--- src/rtl/instr_fetch.sv ---
// Program counter and instruction-fetch stage feeding the opcode decoder.
// Holds the PC, addresses a combinational instruction memory and runs start/halt control.
module instr_fetch #(
  parameter int unsigned PC_W  = 10,
  parameter int unsigned CNT_W = 16
) (
  input  logic             CLK,
  input  logic             RESET,
  input  logic             START,
  input  logic [PC_W-1:0]  START_ADDR,
  output logic [PC_W-1:0]  IMEM_ADDR,
  input  logic [8:0]       IMEM_DATA,
  output logic [8:0]       INSTR,
  output logic [4:0]       OPCODE,
  input  logic             BRANCH,
  input  logic             BRANCH_COND,
  input  logic             HALT,
  output logic             RUNNING,
  output logic             DONE,
  output logic [CNT_W-1:0] CYCLE_CNT
);

  localparam int unsigned OFF_W = 4;
  localparam logic [8:0]  IDLE_INSTR = 9'h0F0;

  typedef enum logic [1:0] {
    IDLE   = 2'd0,
    RUN    = 2'd1,
    HALTED = 2'd2
  } state_t;

  state_t           state;
  logic [PC_W-1:0]  pc;
  logic [CNT_W-1:0] cycle_cnt;
  logic             running;
  logic             done;
  logic [PC_W-1:0]  branch_off;

  // Outside RUN the decoder sees a harmless halt instruction.
  assign INSTR      = (state == RUN) ? IMEM_DATA : IDLE_INSTR;
  assign OPCODE     = INSTR[8:4];
  assign IMEM_ADDR  = pc;
  assign RUNNING    = running;
  assign DONE       = done;
  assign CYCLE_CNT  = cycle_cnt;
  assign branch_off = {{(PC_W-OFF_W){INSTR[OFF_W-1]}}, INSTR[OFF_W-1:0]};

  always_ff @(posedge CLK) begin
    if (RESET) begin
      state     <= IDLE;
      pc        <= '0;
      cycle_cnt <= '0;
      running   <= 1'b0;
      done      <= 1'b0;
    end else begin
      case (state)
        IDLE, HALTED: begin
          if (START) begin
            state     <= RUN;
            pc        <= START_ADDR;
            cycle_cnt <= '0;
            running   <= 1'b1;
            done      <= 1'b0;
          end
        end
        RUN: begin
          if (cycle_cnt != '1) begin
            cycle_cnt <= cycle_cnt + CNT_W'(1);
          end
          // Halt outranks a taken branch; PC arithmetic wraps naturally.
          if (HALT) begin
            state   <= HALTED;
            running <= 1'b0;
            done    <= 1'b1;
          end else if (BRANCH && BRANCH_COND) begin
            pc <= pc + branch_off;
          end else begin
            pc <= pc + PC_W'(1);
          end
        end
        default: begin
          state   <= IDLE;
          running <= 1'b0;
          done    <= 1'b0;
        end
      endcase
    end
  end

endmodule

--- config.mk ---
export PLATFORM = sky130hd
export DESIGN_NAME = instr_fetch
export DESIGN_NICKNAME = d
export VERILOG_FILES = /design/src/rtl/instr_fetch.sv
export SDC_FILE = /design/constraint.sdc
export NUM_CORES = 1
export LEC_CHECK = 0
export BUFFER_PORTS_ARGS = -buffer_cell sky130_fd_sc_hd__buf_2
export CAP_MARGIN = 20
export CORE_MARGIN = 2
export CORE_UTILIZATION = 25
export CTS_CLUSTER_DIAMETER = 150
export DETAILED_ROUTE_END_ITERATION = 6
export HOLD_SLACK_MARGIN = 0.02
export MAX_ROUTING_LAYER = met4
export SYNTH_ARGS = -nofsm -noshare
export SYNTH_HDL_FRONTEND = slang
export SYNTH_SLANG_ARGS = --single-unit
--- constraint.sdc ---
create_clock -name CLK -period 7.05 [get_ports CLK]
set_input_delay 0.3525 -clock CLK [delete_from_list [all_inputs] [get_ports CLK]]
set_output_delay 0.3525 -clock CLK [all_outputs]
set_load 0.02 [all_outputs]
# After elaboration in Yosys (flattened, before gate mapping)
# Cells that the tools add are included.
# totals
wordCells	39
regBits	30
input_bits	25
output_inout_bits	42
# op_classes
n_addsub	3
eq_ne	7
n_mux	17
reduce_logical	7
# ops
operator	n
$mux W16	2
$pmux W16 S2	1
$mux W10	3
$pmux W10 S2	1
$add A16 B1 Y16 const B	1
$ne A16 B16 Y1 const B	1
$add A10 B1 Y10 const B	1
$add A10 B10 Y10	1
$mux W9	1
$ne A2 B2 Y1 const B	3
$reduce_and A3 Y1	2
$mux W1	4
$mux W2	2
$pmux W1 S2	2
$pmux W2 S2	1
$eq A2 B1 Y1 const B	1
$eq A2 B2 Y1 const B	1
$logic_not A2 Y1	1
$ne A2 B1 Y1 const B	1
$reduce_and A2 Y1	1
$reduce_bool A2 Y1	1
$reduce_or A2 Y1	1
$logic_and A1 B1 Y1	1

# Longest topological paths before layout
# Gate-level depths: netlist of run 1.
# logic_depth
depth_word	6
ltp_mapped	11
mapped_depth_nobuf	10

# Worst setup path after synthesis of run 1
# OpenSTA, ideal clock, no wires.
# synth_timing
path_type	register -> register
startpoint	register state[0]
endpoint	register pc[4] (netlist: IMEM_ADDR[4])
arrival_ps	2828
slack_ps	4147
path_buffers	1
period_less_slack_ps	2903
required_time_ps	6976
setup_ps	74
path_stages_with_launch	12
cell_sequence	dfxtp_1 > nor2b_1 > buf_2 > and2_1 > nand2b_1 > ha_1 > fa_1 > a21o_1 > or4_4 > a2111oi_2 > a41oi_1 > a31oi_1
# synth_via
elab_chain_cells	6
word_cells_on_any_way	13
classes_between	add/sub (1); eq/ne (4); mux (4); reduce/logical (4)
# synth_lines
item	line	source
start, declared	32	state_t state;
start signal, assigned	50	state <= IDLE;
start signal, assigned	59	state <= RUN;
start signal, assigned	72	state <= HALTED;
$eq A2 B1 Y1	40	assign INSTR = (state == RUN) ? IMEM_DATA : IDLE_INSTR;
$mux W9	40	
via INSTR[0]	13	output logic [8:0] INSTR,
$add A10 B10 Y10	76	pc <= pc + branch_off;
$mux W10	75	end else if (BRANCH && BRANCH_COND) begin
$mux W10	71	if (HALT) begin
$pmux W10 S2	56	case (state)
end signal, assigned	76	
end signal, assigned	78	pc <= pc + PC_W'(1);
end, declared	33	logic [PC_W-1:0] pc;
# The timed path passes the listed nets, and every way through them passes these cells. The select of a mux whose other input is x is not followed.
# A chain may end at the register's enable or synchronous reset.

# Final worst setup path of run 1
# layout_timing
startpoint	register state[0]
endpoint	register pc[4] (netlist: IMEM_ADDR[4])
# layout_via
elab_chain_cells	6
word_cells_on_any_way	13
classes_between	add/sub (1); eq/ne (4); mux (4); reduce/logical (4)
# layout_lines
item	line
$eq A2 B1 Y1	40, 56
$mux W9	40
$add A10 B10 Y10	76
$mux W10	75
$mux W10	71
$pmux W10 S2	56
# Several ways; a longest one is shown, not always the timed one. The select of a mux whose other input is x is not followed.

==> summary.md, run 1 <==
| Metric | Value |
|---|---|
| Initial drt markers | 50 |
| Fin area | 2412 um^2 |
| Routed vias | 1955 |
| Worst VDD drop | 0.1051 mV |
| Fin crit share | 44.37% |
| Setup TNS | 0 ns |
| Fin. Hold Viols | 0 |
| Area growth syn-to-layout | 23.99% |
| Fillers | 808 |
| Multi-input gate area | 1236 um^2 |
| Worst endpoint data arrival time | 3.35 ns |
| Setup Fix Bufs, Post-CTS | 0 |
| P per Cell Area | 172.0 nW/um^2 |
| HP Start | START_ADDR[1] |
| Critical R2R Launch | state[0] |
| Core Region | 7647 um^2 |
| Final core occ | 31.54% |
| Hold path depth | 3 |
| Site Rows | 32 |
| Register area | 600.6 um^2 |
| Crit Path Max Fanout | 20 |
| Num CTS Buffers | 5 |
| Final setup violation count | 0 |
| Final HPWL DP | 3977 um |
| Layout net count | 327 |
| CP endpoint kind | register |
| Max Cap Viol | 0 |
| Final worst setup slack | 3.922 ns |
| Register bit count reported by yosys | 30 |
| Overall Power | 0.4150 mW |
| Cts repair resizes | 0 |
| Reg2Reg Setup Slack | 3.92 ns |
| CTS max path bufs | 2 |
| DR pass1 iterations | 4 |
| Share of cells above drive strength 1 | 29.19% |
| Die width | 92.22 um |
| DR WL/cell | 13.63 um |
| Largest net degree at the start of global routing | 21 |
| Leakage | 0.9735 nW |
| Worst slew margin | 45.80% |
| Initial core utilization | 25.44% |
| Largest area contributor in the netlist | dfxtp_1 |
| Critical path launch point type | register |
| Input/output buffers | 66 |
| Crit path required time | 7.27 ns |
| Remaining antenna violation count after routing | 0 |
| Die Ht | 92.22 um |
| Clk root buf | clkbuf_8 |
| Number of enable flip-flop cells after synthesis | 0 |
| Yosys warns | 0 |
| Main synth FF type | dfxtp_1 |
| CP Cell Sequence | nor2b_2 -> buf_4 -> and2_1 -> nand2b_1 -> ha_1 -> fa_1 -> a21o_1 -> or4_4 -> a2111oi_2 -> a41oi_1 -> a31oi_1 |
| Post-synthesis sequential area ratio | 30.87% |
| Hold_ws | 0.3417 ns |
| Skew-Pair Late Insertion Delay | 0.29 ns |
| Ys async rst share | 0% |
| Post-synth top cells | 30 x dfxtp_1, 30 x nand2_1, 23 x nor2_1 |
| Clk pin slew, worst setup/hold paths | 0.08 ns |
| Post-Synthesis Mean Instance Area | 8.073 um^2 |
| Reg2reg path depth | 11 |
| Vias/cell | 4.888 |
| WP buf/inv | 1 |
| Die ar. | 8505 um^2 |
| Clk sinks | 30 |
| N_diodes | 0 |
| Hold Crit Class | primary input to register |
| Slowest CP cell | or4_4 |
| Mapped Nets | 271 |
| Mapped Area | 1946 um^2 |
| Distinct cells, synth | 53 |
| Gate Count Post-Synth | 241 |
| Worst slack, placed | 3.946 ns |
| WL final | 5453 um |
| DR DRC count | 0 |
| Slowest stage delay, CP | 0.43 ns |
| Grt total ovfl | 0 |
| CTS tree | built |
| Cell family with most CP delay | simple AND/OR/NAND/NOR gates |
| Status | finished clean |
| # hold bufs at CTS | 0 |
| WHS Endpoint | IMEM_ADDR[1] |
| Reg2reg end | IMEM_ADDR[4] |
| Synth top area cells | dfxtp_1 31%, nand2_1 5.8%, xnor2_1 4.5% |
| H-tree level count | 2 |
| Total track usage | 13.76% |
| RSZ-0062 raised after global routing | false |
| Placed cell areas | 2317 um^2 |
| Initial antenna violation count | 0 |
| Fin cells | 400 |
| Max Slew Vio Count | 0 |
| Period minus WS final | 3.128 ns |
| Routability cong. | 0.8528 |
| Placed insts | 392 |
| Crit path kind | register to register |
| Top-area cell type share of the netlist area | 30.87% |
| Number of global-route vias before repair | 1796 |
| Peak Freq | 319.7 MHz |
| Post-Route Skew | 0.01097 ns |
| First-pass GRT wire length | 8983 um |
| I/O pins | 67 |
| Worst Tran Pin Value | 0.8100 ns |
-- where the power goes --
part,internal (mW),total (mW),leakage [nW],switching (mW)
clock,0.0785,0.153,0.0472,0.0741
sequential,0.176,0.185,0.244,0.00957
combinational,0.0280,0.0769,0.682,0.0489
-- sequential cells by signal, summed over array words and instances (netlist names) --
register,cells
state,2
DONE,1
RUNNING,1
CYCLE_CNT,16
IMEM_ADDR,10
-- worst reg2reg max path, stage by stage (launching register included) --
cell and delay, ns:
dfxtp_1 0.40, nor2b_2 0.25, buf_4 0.23, and2_1 0.19, nand2b_1 0.14, ha_1 0.22, fa_1 0.43, a21o_1 0.20
or4_4 0.43, a2111oi_2 0.36, a41oi_1 0.07, a31oi_1 0.15
-- cells by family (layout without fill, tap and decap cells) --
logic type | count (synthesis) | after routing | synth area share (%)
fa+ha+maj | 5 | 5 | 3.601
buf+inv | 22 | 79 | 5.723
flops | 30 | 30 | 30.87
simple gates | 112 | 112 | 30.80
xor+xnor | 12 | 12 | 5.402
compound gates | 55 | 55 | 20.97
mux | 5 | 5 | 2.637
-- layout by cell type (no fill, tap or decap), drive strengths merged, types with 6 or more instances in the layout --
cell | synthesis | final
a31oi | 6 | 6
nand2 | 30 | 30
and2 | 7 | 7
o21ai | 9 | 9
clkbuf | 9 | 6
nand3 | 10 | 10
dfxtp | 30 | 30
xnor2 | 10 | 10
nand2b | 8 | 8
nor2 | 23 | 23
nor3 | 7 | 7
a21oi | 13 | 13
buf | 9 | 67
-- how the worst max path moves through the flow --
stage | to | slack, ns | cells after the start | from
4_1_cts | IMEM_ADDR[4] | 3.92 | 11 | state[0]
2_1_floorplan | IMEM_ADDR[4] | 4.15 | 11 | state[0]
5_1_grt | IMEM_ADDR[4] | 3.72 | 11 | state[0]
3_5_place_dp | IMEM_ADDR[4] | 3.95 | 11 | state[0]
3_3_place_gp | IMEM_ADDR[4] | 4.03 | 11 | state[0]
6_report | IMEM_ADDR[4] | 3.92 | 11 | state[0]
-- layout make-up --
cell class                      count  share of cell area [%]
Inverter                            4                  0.6224
Tap cell                          102                   5.290
Sequential cell                    30                   24.90
Timing Repair Buffer               67                   14.00
Clock inverter                      2                  0.5187
Multi-Input combinational cell    189                   51.25
Clock buffer                        6                   3.423
-- layer usage --
layer  up-vias  wire length, um  GRT usage [%]
met5         -                0              -
met1       908             2506          17.35
met3         4              298          3.944
met4         0               60          4.353
met2        55             2587          21.32
li1        988                -              -
Note: power is estimated with default switching activity, not from simulation.
==> run 2: changes to the inputs <==
==> constraint.sdc (replaced) <==
create_clock -name CLK -period 2.5 [get_ports CLK]
set_input_delay 0.125 -clock CLK [delete_from_list [all_inputs] [get_ports CLK]]
set_output_delay 0.125 -clock CLK [all_outputs]
set_load 0.02 [all_outputs]
==> run 2 against run 1 <==
- clock power grew to 2.8 times the previous value
- combinational power grew to 3.2 times the previous value
- global-route usage shrank 0.22 points
- non-clock buffer count grew 10
- clock skew grew 0.0029 ns
- sequential share of layout area shrank 1.2 points
- setup slack lost 3.9 ns
- routed wire length grew 3.9%
- power grew to 2.9 times the previous value
- design area grew 5.4%
- register-to-register slack lost 3.9 ns
- largest cell class unchanged
- highest routed layer unchanged
==> summary.md, run 2 (synthesis results as in run 1) <==
| Metric | Value |
|---|---|
| Num CTS Buffers | 5 (unchanged) |
| Fin area | 2542 um^2 (was 2412 um^2) |
| H-tree level count | 2 (unchanged) |
| CP endpoint kind | register (unchanged) |
| N_diodes | 0 (unchanged) |
| I/O pins | 67 (unchanged) |
| Commonest non-fill, non-tap cell in the layout | buf_2 (unchanged) |
| Sw frac | 31.96% (about the same) |
| DR DRC count | 0 (unchanged) |
| CTS max path bufs | 2 (unchanged) |
| Placed cell areas | 2399 um^2 (was 2317 um^2) |
| P per Cell Area | 470.1 nW/um^2 (was 172.0 nW/um^2) |
| Clk root buf | clkbuf_8 (unchanged) |
| Core Region | 7647 um^2 (unchanged) |
| Largest net degree at the start of global routing | 18 (was 21) |
| Hold Crit Class | primary input to register (unchanged) |
| Initial core utilization | 25.44% (unchanged) |
| Most frequent cells in the layout | 66 x buf_2, 29 x nand2_1, 28 x dfxtp_1 (was 66 x buf_2, 30 x dfxtp_1, 30 x nand2_1) |
| HP Start | START_ADDR[1] (unchanged) |
| Leakage | 1.030 nW (was 0.9735 nW) |
| Max reg flops | 16 (unchanged) |
| Reg2Reg Setup Slack | 0.01 ns (was 3.92 ns) |
| Overall Power | 1.195 mW (was 0.4150 mW) |
| DR WL/cell | 13.82 um (was 13.63 um) |
| Layout net count | 337 (was 327) |
| Die width | 92.22 um (unchanged) |
| Reg2reg end | IMEM_ADDR[4] (unchanged) |
| Share of cells above drive strength 1 | 34.09% (was 29.19%) |
| Part of the power in the clock network | 35.9% (was 36.8%) |
| Peak Freq | 402.1 MHz (was 319.7 MHz) |
| Fin. Hold Viols | 0 (unchanged) |
| Crit path required time | 2.71 ns (was 7.27 ns) |
| Internal | 0.8131 mW (was 0.2823 mW) |
| Status | finished clean (unchanged) |
| Setup TNS | 0 ns (unchanged) |
| WL final | 5666 um (was 5453 um) |
| Worst endpoint data arrival time | 2.70 ns (was 3.35 ns) |
| Number of global-route vias before repair | 1813 (was 1796) |
| Reg2reg path depth | 10 (was 11) |
| P_sw | 0.3820 mW (was 0.1326 mW) |
| Die Ht | 92.22 um (unchanged) |
| Final worst setup slack | 0.01306 ns (was 3.922 ns) |
| Remaining antenna violation count after routing | 0 (unchanged) |
| Grt total ovfl | 0 (unchanged) |
| RSZ-0062 raised after global routing | true (was false) |
| WHS Endpoint | IMEM_ADDR[1] (unchanged) |
| Vias/cell | 4.912 (was 4.888) |
| Site Rows | 32 (unchanged) |
| Final HPWL DP | 4102 um (was 3977 um) |
| Max Slew Vio Count | 0 (unchanged) |
| Critical R2R Launch | state[0] (unchanged) |
| Input/output buffers | 66 (unchanged) |
| Die ar. | 8505 um^2 (unchanged) |
| Combinational Power Share | 20.5% (was 18.5%) |
| Seq pwr share | 43.6% (was 44.7%) |
| Crit path kind | register to register (unchanged) |
| Final core occ | 33.25% (was 31.54%) |
| First-pass GRT wire length | 8935 um (was 8983 um) |
| Routed vias | 2014 (was 1955) |
| Fin crit share | 99.48% (was 44.37%) |
| Worst VDD drop | 0.2183 mV (was 0.1051 mV) |
| Skew-Pair Late Insertion Delay | 0.29 ns (about the same) |
| Worst slack, placed | -0.1122 ns (was 3.946 ns) |
| Clk pin slew, worst setup/hold paths | 0.08 ns (about the same) |
| Worst Tran Pin Value | 0.8483 ns (was 0.8100 ns) |
| Crit Path Max Fanout | 2 (was 20) |
| Max Cap Viol | 0 (unchanged) |
| CTS tree | built (unchanged) |
| DR pass1 iterations | 4 (unchanged) |
| Initial antenna violation count | 0 (unchanged) |
| Total track usage | 13.54% (was 13.76%) |
| Final setup violation count | 0 (unchanged) |
| Hold path depth | 3 (unchanged) |
| Worst slew margin | 43.24% (was 45.80%) |
| Post-Route Skew | 0.01382 ns (was 0.01097 ns) |
| Area growth syn-to-layout | 30.68% (was 23.99%) |
| Period minus WS final | 2.487 ns (was 3.128 ns) |
| Critical path launch point type | register (unchanged) |
| Clk sinks | 30 (unchanged) |
| Routability cong. | 0.8241 (was 0.8528) |
| Initial drt markers | 42 (was 50) |
| # hold bufs at CTS | 0 (unchanged) |
run 2: worst max path at each step:
stage	startpoint	to	slack, ns	cells after the start
detailed placement	state[0]	IMEM_ADDR[4]	-0.11	10
CTS	state[0]	IMEM_ADDR[4]	0.007	10
finish	state[0]	IMEM_ADDR[4]	0.01	10
global route	state[0]	IMEM_ADDR[4]	-0.07	10
global placement	state[0]	IMEM_ADDR[4]	0.0007	10
floorplan	state[0]	IMEM_ADDR[4]	-0.22	11
run 2: timing repair:
action,in CTS,in global routing
setup endpoints to repair,1,3
pin swaps,2,1
gates resized for setup,4,4
buffers inserted,0,0
run 2: power groups by stage:
| stage | clock, mW | combinational [mW] | sequential, mW |
|---|---|---|---|
| floorplan | 0 | 0.139 | 0.544 |
| global placement | 0 | 0.237 | 0.529 |
| detailed placement | 0 | 0.239 | 0.530 |
| CTS | 0.444 | 0.244 | 0.519 |
| global route | 0.463 | 0.269 | 0.524 |
| finish | 0.429 | 0.245 | 0.521 |
run 2: critical path, cell delays in order (launching register included):
cell,delay (ns)
dfxtp_2,0.32
nor2b_4,0.12
and2_4,0.15
nand2b_4,0.14
ha_4,0.16
fa_2,0.33
a21o_1,0.18
or4_4,0.45
a2111oi_4,0.32
a41oi_2,0.07
a31oi_1,0.17
run 2: metrics by stage:
stage          hold WS, ns  cells
2_1_floorplan       0.2876    241
3_3_place_gp        0.4028    402
3_5_place_dp        0.3978    402
4_1_cts            0.09991    410
5_1_grt             0.1129    410
6_report            0.1102    410
run 2: area by class of cell:
cell class,instances,area [um^2]
Fill cell,808,5105
Multi-Input combinational cell,189,1289
Sequential cell,30,603.1
Timing Repair Buffer,77,412.9
Tap cell,102,127.6
Clock buffer,6,82.58
Inverter,4,15.01
Clock inverter,2,12.51
run 2: layer usage:
metal / vias up / routed length, um / GRT usage (%)
met1: 935 / 2688 / 17.48
met2: 69 / 2588 / 21.02
met5: - / 0 / -
met4: 0 / 48 / 3.980
li1: 1005 / - / -
met3: 5 / 340 / 3.369
==> run 3: changes to the inputs <==
--- a/config.mk
+++ b/config.mk
@@ -6,8 +6,6 @@
 export NUM_CORES = 1
 export LEC_CHECK = 0
 export BUFFER_PORTS_ARGS = -buffer_cell sky130_fd_sc_hd__buf_2
-export CAP_MARGIN = 20
-export CORE_MARGIN = 2
 export CORE_UTILIZATION = 25
 export CTS_CLUSTER_DIAMETER = 150
 export DETAILED_ROUTE_END_ITERATION = 6
==> run 3 against run 2 <==
- hold slack is essentially flat
- sequential power is essentially flat
- final cell count shrank 0.49%
- maximum frequency grew 3.0%
- sequential share of layout area is essentially flat
- combinational power is essentially flat
- global-route usage grew 0.23 points
- power is essentially flat
- highest routed layer unchanged
==> summary.md, run 3 (synthesis results as in run 1) <==
| Metric | Value |
|---|---|
| Crit Path Max Fanout | 2 (unchanged) |
| Hold Crit Class | primary input to register (unchanged) |
| Fin. Hold Viols | 0 (unchanged) |
| Internal | 0.8136 mW (was 0.8131 mW) |
| Sw frac | 31.95% (was 31.96%) |
| Slowest CP cell | or4_4 (unchanged) |
| Vias/cell | 4.865 (was 4.912) |
| Most frequent cells in the layout | 66 x buf_2, 30 x nand2_1, 28 x dfxtp_1 (was 66 x buf_2, 29 x nand2_1, 28 x dfxtp_1) |
| Die ar. | 8140 um^2 (was 8505 um^2) |
| DR DRC count | 0 (unchanged) |
| Final HPWL DP | 4055 um (was 4102 um) |
| Routed vias | 1985 (was 2014) |
| Critical path launch point type | register (unchanged) |
| Fin cells | 408 (was 410) |
| Initial core utilization | 26.40% (was 25.44%) |
| Skew-Pair Late Insertion Delay | 0.28 ns (was 0.29 ns) |
| Total track usage | 13.77% (was 13.54%) |
| Worst endpoint data arrival time | 2.63 ns (was 2.70 ns) |
| Combinational Power Share | 20.3% (was 20.5%) |
| P_sw | 0.3820 mW (about the same) |
| Clk pin slew, worst setup/hold paths | 0.08 ns (about the same) |
| Initial antenna violation count | 0 (unchanged) |
| Status | finished clean (unchanged) |
| CP endpoint kind | register (unchanged) |
| DR pass1 iterations | 4 (unchanged) |
| H-tree level count | 2 (unchanged) |
| Post-Route Skew | 0.01015 ns (was 0.01382 ns) |
| DR WL/cell | 13.40 um (was 13.82 um) |
| Core Region | 7370 um^2 (was 7647 um^2) |
| Max reg flops | 16 (unchanged) |
| Share of cells above drive strength 1 | 33.98% (was 34.09%) |
| Remaining antenna violation count after routing | 0 (unchanged) |
| N_diodes | 0 (unchanged) |
| Period minus WS final | 2.414 ns (was 2.487 ns) |
| P per Cell Area | 470.7 nW/um^2 (was 470.1 nW/um^2) |
| Commonest non-fill, non-tap cell in the layout | buf_2 (unchanged) |
| Max Cap Viol | 0 (unchanged) |
| RSZ-0062 raised after global routing | true (unchanged) |
| Seq pwr share | 43.6% (about the same) |
| First-pass GRT wire length | 8887 um (was 8935 um) |
| Final core occ | 34.47% (was 33.25%) |
| Worst VDD drop | 0.2755 mV (was 0.2183 mV) |
| Slowest stage delay, CP | 0.44 ns (was 0.45 ns) |
| Num CTS Buffers | 5 (unchanged) |
| Overall Power | 1.196 mW (was 1.195 mW) |
| Max Slew Vio Count | 0 (unchanged) |
| Input/output buffers | 66 (unchanged) |
| Layout net count | 338 (was 337) |
| Area growth syn-to-layout | 30.55% (was 30.68%) |
| Final worst setup slack | 0.08633 ns (was 0.01306 ns) |
| Routability cong. | 0.8560 (was 0.8241) |
| Grt total ovfl | 0 (unchanged) |
| Crit path required time | 2.72 ns (was 2.71 ns) |
| Hold_ws | 0.1103 ns (was 0.1102 ns) |
| CTS max path bufs | 2 (unchanged) |
| CTS tree | built (unchanged) |
| Final setup violation count | 0 (unchanged) |
| Peak Freq | 414.3 MHz (was 402.1 MHz) |
| Number of global-route vias before repair | 1774 (was 1813) |
| Largest net degree at the start of global routing | 17 (was 18) |
| Worst slew margin | 44.32% (was 43.24%) |
| CP Cell Sequence | nor2b_4 -> and2_4 -> nand2b_4 -> ha_4 -> fa_2 -> a21o_1 -> or4_4 -> a2111oi_4 -> a41oi_1 -> a31oi_1 (was nor2b_4 -> and2_4 -> nand2b_4 -> ha_4 -> fa_2 -> a21o_1 -> or4_4 -> a2111oi_4 -> a41oi_2 -> a31oi_1) |
| Worst slack, placed | -0.06392 ns (was -0.1122 ns) |
| WL final | 5467 um (was 5666 um) |
| Part of the power in the clock network | 36.1% (was 35.9%) |
| Placed insts | 400 (was 402) |
| Fin crit share | 96.55% (was 99.48%) |
| Die width | 90.22 um (was 92.22 um) |
| I/O pins | 67 (unchanged) |
| Clk root buf | clkbuf_8 (unchanged) |
| Worst Tran Pin Value | 0.8321 ns (was 0.8483 ns) |
| Leakage | 1.036 nW (was 1.030 nW) |
| Site Rows | 31 (was 32) |
| Die Ht | 90.22 um (was 92.22 um) |
| Crit path kind | register to register (unchanged) |
| Initial drt markers | 109 (was 42) |
| Clk sinks | 30 (unchanged) |
| Setup Fix Bufs, Post-CTS | 0 (unchanged) |
run 3: critical path, delay by kind of cell, from the launching register on:
kind	cells	cell delay, ns
simple gates	4	0.85
flops	1	0.32
fa+ha+maj	2	0.50
compound gates	4	0.70
run 3: metrics by stage:
| stage | setup TNS (ns) | instance area (um^2) |
|---|---|---|
| 4_1_cts | 0 | 2535 |
| 5_1_grt | -0.02418 | 2540 |
| 3_5_place_dp | -0.06392 | 2402 |
| 2_1_floorplan | -0.2236 | 1954 |
| 3_3_place_gp | -0.007061 | 2402 |
| 6_report | 0 | 2540 |
run 3: worst paths after layout:
path / from / slack, ns / cells past startpoint / to
max reg2reg: state[0] / 0.09 / 10 / IMEM_ADDR[4]
min reg2reg: DONE / 0.48 / 2 / DONE
min: START_ADDR[5] / 0.11 / 3 / IMEM_ADDR[5]
max: state[0] / 0.09 / 10 / IMEM_ADDR[4]
run 3: timing repair:
action,4_1_cts,5_1_grt
setup endpoints to repair,1,2
gates resized for setup,5,2
hold buffers,0,0
pin swaps,1,2
run 3: metal layers:
metal	GRT usage [%]	part of all wire (%)	up-vias
met5	-	0	-
met2	21.31	45	58
met1	18.02	47	915
li1	-	-	1007
met3	3.638	6.9	5
met4	2.823	0.73	0
run 3: layout make-up:
cell class / count / area [um^2]
clock buffers: 6 / 82.58
repair buffers: 78 / 420.4
multi-input cells: 189 / 1282
fillers: 818 / 4830
well taps: 99 / 123.9
inverters: 4 / 15.01
flip-flops and latches: 30 / 603.1
clock inverters: 2 / 12.51
run 3: power groups by stage:
| stage | Sequential (mW) | Combinational (mW) | Clock [mW] |
|---|---|---|---|
| 2_1_floorplan | 0.544 | 0.139 | 0 |
| 3_3_place_gp | 0.530 | 0.238 | 0 |
| 3_5_place_dp | 0.531 | 0.238 | 0 |
| 4_1_cts | 0.521 | 0.245 | 0.438 |
| 5_1_grt | 0.525 | 0.269 | 0.463 |
| 6_report | 0.521 | 0.243 | 0.432 |
